### src/rtl/uart_adder_ctrl.sv
// uart_adder_ctrl
// Sequencer between the UART byte stream and an external 16-bit adder.
// Four RX bytes (little-endian A then B) are collected into operand registers
// that drive the adder continuously. One CALC cycle registers sum and carry.
// The result then goes out as three TX bytes under valid/ready:
// sum[7:0], sum[15:8], {7'b0, cout}.
// A partial frame is dropped after TIMEOUT_CYCLES idle cycles.
//
// Ports
//   clk_i       clock, rising edge
//   rst_i       synchronous reset, active high
//   rx_valid_i  one-cycle strobe, rx_data_i holds a received byte
//   rx_data_i   received byte
//   tx_ready_i  UART TX accepts a byte this cycle
//   tx_valid_o  tx_data_o holds a result byte
//   tx_data_o   result byte
//   add_a_o     operand A to adder
//   add_b_o     operand B to adder
//   add_cin_o   adder carry-in, tied to 0
//   add_s_i     adder sum
//   add_cout_i  adder carry-out
//   busy_o      high while in CALC or TX
//   overrun_o   one-cycle pulse, RX byte dropped while in CALC/TX
//   timeout_o   one-cycle pulse, partial frame discarded
//
// State | meaning
// ------+----------------------------------------------------
// RX    | collecting frame bytes, inter-byte timeout active
// CALC  | one cycle, capture adder sum and carry
// TX    | presenting the three result bytes

module uart_adder_ctrl #(
    parameter int TIMEOUT_CYCLES = 1000000,
    parameter int CNT_W          = 20
) (
    input  logic        clk_i,
    input  logic        rst_i,
    input  logic        rx_valid_i,
    input  logic [7:0]  rx_data_i,
    input  logic        tx_ready_i,
    output logic        tx_valid_o,
    output logic [7:0]  tx_data_o,
    output logic [15:0] add_a_o,
    output logic [15:0] add_b_o,
    output logic        add_cin_o,
    input  logic [15:0] add_s_i,
    input  logic        add_cout_i,
    output logic        busy_o,
    output logic        overrun_o,
    output logic        timeout_o
);

    typedef enum logic [1:0] {
        ST_RX   = 2'd0,
        ST_CALC = 2'd1,
        ST_TX   = 2'd2
    } state_t;

    localparam logic [CNT_W-1:0] TMO_LAST = CNT_W'(TIMEOUT_CYCLES - 1);

    state_t           r_state;
    state_t           w_next_state;
    logic [1:0]       r_byte_idx;
    logic [1:0]       r_tx_idx;
    logic [CNT_W-1:0] r_tmo_cnt;
    logic [15:0]      r_a;
    logic [15:0]      r_b;
    logic [15:0]      r_sum;
    logic             r_cout;
    logic             r_busy;
    logic             r_overrun;
    logic             r_timeout;
    logic             w_tx_fire;
    logic             w_in_tx;

    assign w_in_tx   = (r_state == ST_TX);
    assign w_tx_fire = w_in_tx && tx_ready_i;

    always_ff @(posedge clk_i) begin
        if (rst_i) begin
            r_state <= ST_RX;
        end else begin
            r_state <= w_next_state;
        end
    end

    always_comb begin
        w_next_state = r_state;
        case (r_state)
            ST_RX: begin
                if (rx_valid_i && (r_byte_idx == 2'd3)) begin
                    w_next_state = ST_CALC;
                end
            end
            ST_CALC: begin
                w_next_state = ST_TX;
            end
            ST_TX: begin
                if (w_tx_fire && (r_tx_idx == 2'd2)) begin
                    w_next_state = ST_RX;
                end
            end
            default: begin
                w_next_state = ST_RX;
            end
        endcase
    end

    always_ff @(posedge clk_i) begin
        if (rst_i) begin
            r_byte_idx <= 2'd0;
            r_tx_idx   <= 2'd0;
            r_tmo_cnt  <= '0;
            r_a        <= 16'd0;
            r_b        <= 16'd0;
            r_sum      <= 16'd0;
            r_cout     <= 1'b0;
            r_busy     <= 1'b0;
            r_overrun  <= 1'b0;
            r_timeout  <= 1'b0;
        end else begin
            r_overrun <= 1'b0;
            r_timeout <= 1'b0;
            r_busy    <= (w_next_state == ST_CALC) || (w_next_state == ST_TX);
            case (r_state)
                ST_RX: begin
                    if (rx_valid_i) begin
                        case (r_byte_idx)
                            2'd0:    r_a[7:0]  <= rx_data_i;
                            2'd1:    r_a[15:8] <= rx_data_i;
                            2'd2:    r_b[7:0]  <= rx_data_i;
                            default: r_b[15:8] <= rx_data_i;
                        endcase
                        // 2-bit index wraps 3 -> 0 as the frame completes
                        r_byte_idx <= r_byte_idx + 2'd1;
                        r_tmo_cnt  <= '0;
                    end else if (r_byte_idx != 2'd0) begin
                        // Operand registers intentionally keep stale bytes on expiry
                        if (r_tmo_cnt == TMO_LAST) begin
                            r_byte_idx <= 2'd0;
                            r_tmo_cnt  <= '0;
                            r_timeout  <= 1'b1;
                        end else begin
                            r_tmo_cnt <= r_tmo_cnt + 1'b1;
                        end
                    end else begin
                        r_tmo_cnt <= '0;
                    end
                end
                ST_CALC: begin
                    r_sum     <= add_s_i;
                    r_cout    <= add_cout_i;
                    r_tx_idx  <= 2'd0;
                    r_overrun <= rx_valid_i;
                end
                ST_TX: begin
                    if (w_tx_fire) begin
                        r_tx_idx <= (r_tx_idx == 2'd2) ? 2'd0 : r_tx_idx + 2'd1;
                    end
                    r_overrun <= rx_valid_i;
                end
                default: begin
                    r_byte_idx <= 2'd0;
                end
            endcase
        end
    end

    always_comb begin
        tx_data_o = 8'd0;
        if (w_in_tx) begin
            case (r_tx_idx)
                2'd0:    tx_data_o = r_sum[7:0];
                2'd1:    tx_data_o = r_sum[15:8];
                default: tx_data_o = {7'd0, r_cout};
            endcase
        end
    end

    assign tx_valid_o = w_in_tx;
    assign add_a_o    = r_a;
    assign add_b_o    = r_b;
    assign add_cin_o  = 1'b0;
    assign busy_o     = r_busy;
    assign overrun_o  = r_overrun;
    assign timeout_o  = r_timeout;

endmodule

### config.mk
export PLATFORM = sky130hd
export DESIGN_NAME = uart_adder_ctrl
export DESIGN_NICKNAME = d
export VERILOG_FILES = /design/src/rtl/uart_adder_ctrl.sv
export SDC_FILE = /design/constraint.sdc
export NUM_CORES = 1
export LEC_CHECK = 0
export CORE_MARGIN = 2
export CORE_UTILIZATION = 54
export DETAILED_ROUTE_END_ITERATION = 10
export GPL_ROUTABILITY_DRIVEN = 0
export MAX_ROUTING_LAYER = met4
export PLACE_DENSITY = 0.94
export SKIP_CTS_REPAIR_TIMING = 1
export SYNTH_ARGS = -nofsm -noshare
export SYNTH_HDL_FRONTEND = slang
export SYNTH_SLANG_ARGS = --single-unit
### constraint.sdc
create_clock -name clk_i -period 3.8 [get_ports clk_i]
set_clock_uncertainty 0.1 [all_clocks]
set_input_delay 0.76 -clock clk_i [delete_from_list [all_inputs] [get_ports clk_i]]
set_output_delay 0.76 -clock clk_i [all_outputs]
set_load 0.01 [all_outputs]
==> results.json, run 1 <==
{
  "outcome": "complete, no violations",
  "antenna_found_initial": 0,
  "finalSetupViolations": 0,
  "areaGrowthSynthToFinish_pct": 29.04,
  "cts_root_buf": "clkbuf_8",
  "numCtsBuffers": 9,
  "clkTransAtPathRegs_ps": 80,
  "crit_buf_inv": 2,
  "dpl.hpwl_um": 5447,
  "grt_pass1_wl_um": 13480,
  "max_freq_mhz": 335.2,
  "syn_nets": 400,
  "hold_viol_final": 0,
  "p_leak_nw": 1.594,
  "clk-insertion-delay-late_ps": 350,
  "die_width_um": 83.04,
  "crit_type": "flop to primary output",
  "drive_above_1_share": 0.06236,
  "rows": 28,
  "critPathTopFamily": "buffers and inverters",
  "drt_wl_total_um": 7866,
  "synth_area_um2": 3373,
  "max_stage_delay_ps": 560,
  "hold_path.class": "flop to flop",
  "drt-pass1-iter-count": 4,
  "power_density_nw_per_um2": 405.0,
  "cap_viol_max_count": 0,
  "dieArea_um2": 6895,
  "ys_types": 43,
  "maxSlewViolCount": 0,
  "cp_slowest_cell": "clkdlybuf4s50_1",
  "start_util": 0.5631,
  "drt_iter0_drc": 181,
  "ys.warnings.count": 0,
  "avgSynthCellArea_um2": 9.318,
  "die_h_um": 83.04,
  "antenna_left": 0,
  "vias": 2774,
  "drc": 0,
  "synthFlopType": "dfxtp_1",
  "ys_ff_latch": 78,
  "cp_data_required_time_ps": 2940,
  "core_area_um2": 5991,
  "vias_per_cell": 5.461,
  "syn_inst": 362,
  "tritoncts": "built",
  "portBuffers": 72,
  "grt.overflow.total": 0,
  "end_kind": "primary output",
  "rsz0062_at_grt": "no",
  "synth-edff-count": 0,
  "final_cell_mix": "78 x dfxtp_1, 75 x nor2_1, 71 x clkdlybuf4s50_1",
  "grt_max_degree": 38,
  "n_antenna_cell": 0,
  "finalCriticalPeriod_ps": 2984,
  "io_pins": 74,
  "worstMarginPinSlew_ps": 1062,
  "grt_use_total": 0.2491,
  "design_area_um2": 4353,
  "htreeDepth": 3,
  "setup_tns_ps": 0,
  "cts_buffer_depth": 2,
  "layout_commonest_cell": "dfxtp_1",
  "async_flop_share": 0,
  "cp_cell_sequence": "inv_1 > ha_1 > nand2b_1 > nor2_1 > clkdlybuf4s50_1",
  "seq_area_frac_synth": 0.4629,
  "cp.arrival_ps": 2120,
  "relSlewSlack": 0.2919,
  "grt_pass1_vias": 2805,
  "cts_sinks": 78,
  "layout_worst_path_cycle_share": 0.7852,
  "fin_nets": 466,
  "worstPathMaxFanout": 8,
  "max-vdd-ir-drop_mv": 0.3335,
  "start_kind": "flop",
  "post_dp_cell_area_um2": 4099,
  "drt-wirelength-per-cell_um": 15.48
}
logic make-up (layout without fill, tap and decap cells):
| family | Yosys count | in the layout | share of synthesized area |
|---|---|---|---|
| AOI/OAI and AO/OA | 30 | 30 | 0.06306 |
| muxes | 50 | 50 | 0.1484 |
| xor gates and xnor gates | 16 | 16 | 0.04154 |
| and+or+nand+nor | 152 | 152 | 0.2136 |
| adders and majority gates | 9 | 9 | 0.03338 |
| buffers and inverters | 26 | 97 | 0.03598 |
| DFF | 78 | 78 | 0.4629 |
| other | 1 | 1 | 0.001112 |
sequential cells by signal (all words and copies together) (netlist names), 2 cells and up:
| register | count |
|---|---|
| r_tmo_cnt | 20 |
| add_b_o | 16 |
| r_sum | 16 |
| r_state | 2 |
| add_a_o | 16 |
| r_tx_idx | 2 |
| r_byte_idx | 2 |
per-layer routing:
metal | vias to the layer above | track usage | routed length (µm)
li1 | 1357 | - | -
met1 | 1331 | 0.2820 | 3306
met2 | 73 | 0.4135 | 3994
met3 | 13 | 0.07753 | 382
met4 | 0 | 0.09389 | 182
met5 | - | - | 0
synthesized netlist by cell type, types with 3 or more instances:
cell      number  share of area
inv_1          7         0.0078
ha_1           9          0.033
clkbuf_1       9          0.010
xor2_1         9          0.023
a21oi_1       18          0.027
dfxtp_1       78           0.46
nand4_1        7          0.013
nand3_1       14          0.021
xnor2_1        7          0.018
buf_4          3         0.0067
nor4_1         4         0.0074
nor2_1        75          0.083
buf_2          4         0.0059
mux2i_1       50           0.15
nor3_1         4         0.0059
nand2_1       28          0.031
worst register-to-register path, delay by kind of cell, from the launching register on:
family | cells | cell delay [ps]
adder cells (fa/ha/maj) | 1 | 550
XOR/XNOR | 1 | 170
AND/OR/NAND/NOR | 3 | 820
flip-flops | 1 | 330
buffers and inverters | 2 | 270
final timing paths:
kind / from / depth (start not counted) / slack [ps] / end
max: r_state[0] / 5 / 820 / tx_data_o[7]
min: add_b_o[14] / 2 / 360 / add_b_o[14]
max reg2reg: r_state[1] / 7 / 1440 / r_tmo_cnt[12]
min reg2reg: add_b_o[14] / 2 / 360 / add_b_o[14]
power breakdown:
part	leakage (nW)	total [mW]	internal, mW	switching, mW
Combinational	0.836	0.154	0.0804	0.0734
Clock	0.127	0.763	0.459	0.304
Sequential	0.631	0.846	0.834	0.0116
Total	1.59	1.76	1.37	0.390
area by class of cell:
class                           instances  area [µm²]
Clock buffer                           10       137.6
Multi-Input combinational cell        258        1690
Timing Repair Buffer                   73       723.2
Fill cell                             412        1638
Clock inverter                          6       116.4
Inverter                                8       30.03
Tap cell                               75       93.84
Sequential cell                        78        1562
metrics by stage:
stage               std cells  hold WS (ps)  worst slack, ps  total power [mW]  utilization
floorplan                 362         354.7             1805            0.9449            -
global route              508         387.7            631.5             1.827       0.7266
global placement          492         341.5             1157             1.012       0.6842
detailed placement        492         349.2             1079             1.017       0.6842
CTS                       508         366.5            815.8             1.773       0.7266
finish                    508         363.5            816.3             1.763       0.7266
Power figures use the tool's default switching activity.
==> run 2: changes to the inputs <==
--- a/config.mk
+++ b/config.mk
@@ -6,11 +6,11 @@
 export NUM_CORES = 1
 export LEC_CHECK = 0
 export CORE_MARGIN = 2
-export CORE_UTILIZATION = 54
+export CORE_UTILIZATION = 50
 export DETAILED_ROUTE_END_ITERATION = 10
 export GPL_ROUTABILITY_DRIVEN = 0
 export MAX_ROUTING_LAYER = met4
-export PLACE_DENSITY = 0.94
+export PLACE_DENSITY = 0.89
 export SKIP_CTS_REPAIR_TIMING = 1
 export SYNTH_ARGS = -nofsm -noshare
 export SYNTH_HDL_FRONTEND = slang
==> constraint.sdc (replaced) <==
create_clock -name clk_i -period 3 [get_ports clk_i]
set_clock_uncertainty 0.1 [all_clocks]
set_input_delay 0.6 -clock clk_i [delete_from_list [all_inputs] [get_ports clk_i]]
set_output_delay 0.6 -clock clk_i [all_outputs]
set_load 0.01 [all_outputs]
==> results.json, run 2 (synthesis gave the netlist of run 1 again) <==
{
  "outcome": "complete, no violations",
  "p_leak_nw": 1.584,
  "drt_wl_total_um": 7452,
  "max_freq_mhz": 362.1,
  "max-vdd-ir-drop_mv": 0.3871,
  "seqPwrFrac": 0.523,
  "grt_max_degree": 40,
  "grt_pass1_vias": 2656,
  "worstMarginPinSlew_ps": 674.1,
  "finalSetupViolations": 0,
  "largest_reg_flops": 20,
  "cts_buffer_depth": 2,
  "drt_iter0_drc": 140,
  "endpoint": "tx_data_o[1]",
  "cts_sinks": 78,
  "fin_nets": 469,
  "timing.hold.ws_ps": 357.2,
  "p_int_mw": 1.585,
  "cp_data_required_time_ps": 2300,
  "cp.arrival_ps": 2060,
  "total_power_mw": 2.047,
  "crit_type": "flop to primary output",
  "wl_met1_um": 3192,
  "cts_root_buf": "clkbuf_8",
  "core_area_um2": 6422,
  "clkTransAtPathRegs_ps": 70,
  "drc": 0,
  "rows": 29,
  "worstPathMaxFanout": 8,
  "antenna_left": 0,
  "rsz0062_at_grt": "no",
  "power_frac_comb": 0.095,
  "drt-wirelength-per-cell_um": 14.55,
  "r2r_slack_ps": 550,
  "largest-register": "r_tmo_cnt",
  "vias": 2720,
  "hold_path.class": "flop to flop",
  "hold_viol_final": 0,
  "vias_per_cell": 5.313,
  "reg2reg_to": "r_tmo_cnt[12]",
  "switching_share": 0.2258,
  "grt.overflow.total": 0,
  "p_sw_mw": 0.4624,
  "wl_met3_um": 389,
  "relSlewSlack": 0.5472,
  "pwr-share-clk": 0.382,
  "reg2regPathDepth": 7,
  "dieArea_um2": 7419,
  "antenna_found_initial": 0,
  "die_width_um": 86.14,
  "drt-pass1-iter-count": 4,
  "dpl.hpwl_um": 5312,
  "start_kind": "flop",
  "drive_above_1_share": 0.06437,
  "clk-insertion-delay-late_ps": 340,
  "htreeDepth": 3,
  "io_pins": 74,
  "start_util": 0.5252,
  "grt_use_total": 0.2146,
  "n_antenna_cell": 0,
  "maxSlewViolCount": 0,
  "cap_viol_max_count": 0,
  "end_kind": "primary output",
  "top_layer_used": "met4",
  "layout_worst_path_cycle_share": 0.9204,
  "crit_path_start": "r_state[0]",
  "reg2reg_from": "r_state[0]",
  "portBuffers": 72,
  "areaGrowthSynthToFinish_pct": 28.15,
  "power_density_nw_per_um2": 473.6,
  "layout_commonest_cell": "dfxtp_1",
  "setup_tns_ps": 0,
  "die_h_um": 86.14,
  "wl_met2_um": 3779,
  "grt_pass1_wl_um": 12190,
  "finalCriticalPeriod_ps": 2761,
  "final_cell_mix": "78 x dfxtp_1, 75 x nor2_1, 71 x clkdlybuf4s50_1",
  "numCtsBuffers": 9,
  "tritoncts": "built"
}
-- run 2: per-stage QoR --
step                      utilization  cells  instance area (µm²)  worst slack, ps
after floorplan                     -    362                 3373             1165
after global placement         0.6421    497                 4124            597.2
after detailed placement       0.6421    497                 4124            570.4
after CTS                      0.6731    512                 4323            207.7
after global routing           0.6731    512                 4323            90.32
final                          0.6731    512                 4323            238.7
-- run 2: power groups by stage --
stage	clock, mW	combinational [mW]	sequential (mW)
floorplan	0	0.0963	1.10
global placement	0	0.189	1.09
detailed placement	0	0.193	1.10
CTS	0.804	0.195	1.07
global route	0.852	0.210	1.07
finish	0.782	0.194	1.07
-- run 2: how the worst min path moves through the flow --
stage,startpoint,to,slack (ps),cells past startpoint
finish,add_b_o[14],add_b_o[14],360,2
global route,add_b_o[10],add_b_o[10],380,2
CTS,add_b_o[14],add_b_o[14],360,2
detailed placement,add_b_o[14],add_b_o[14],350,2
global placement,add_b_o[13],add_b_o[13],350,2
floorplan,r_tmo_cnt[18],r_tmo_cnt[18],350,1
-- run 2: layout make-up --
type / count / area (µm²)
sequential: 78 / 1562
inverter: 8 / 30.03
fill: 499 / 2100
tap: 77 / 96.34
clock inverter: 3 / 43.79
timing repair buffer: 76 / 745.7
multi-input combinational: 258 / 1690
clock buffer: 12 / 155.1
-- run 2: metal layers --
| metal | vias up | global-route usage |
|---|---|---|
| li1 | 1371 | - |
| met1 | 1288 | 0.2448 |
| met2 | 54 | 0.3580 |
| met3 | 7 | 0.07315 |
| met4 | 0 | 0.06061 |
| met5 | - | - |
-- run 2: worst max-delay path: stages, from the launching register on --
cell,delay [ps]
dfxtp_1,340
inv_1,120
ha_1,310
nand2b_1,230
nor2_1,170
clkdlybuf4s50_1,560
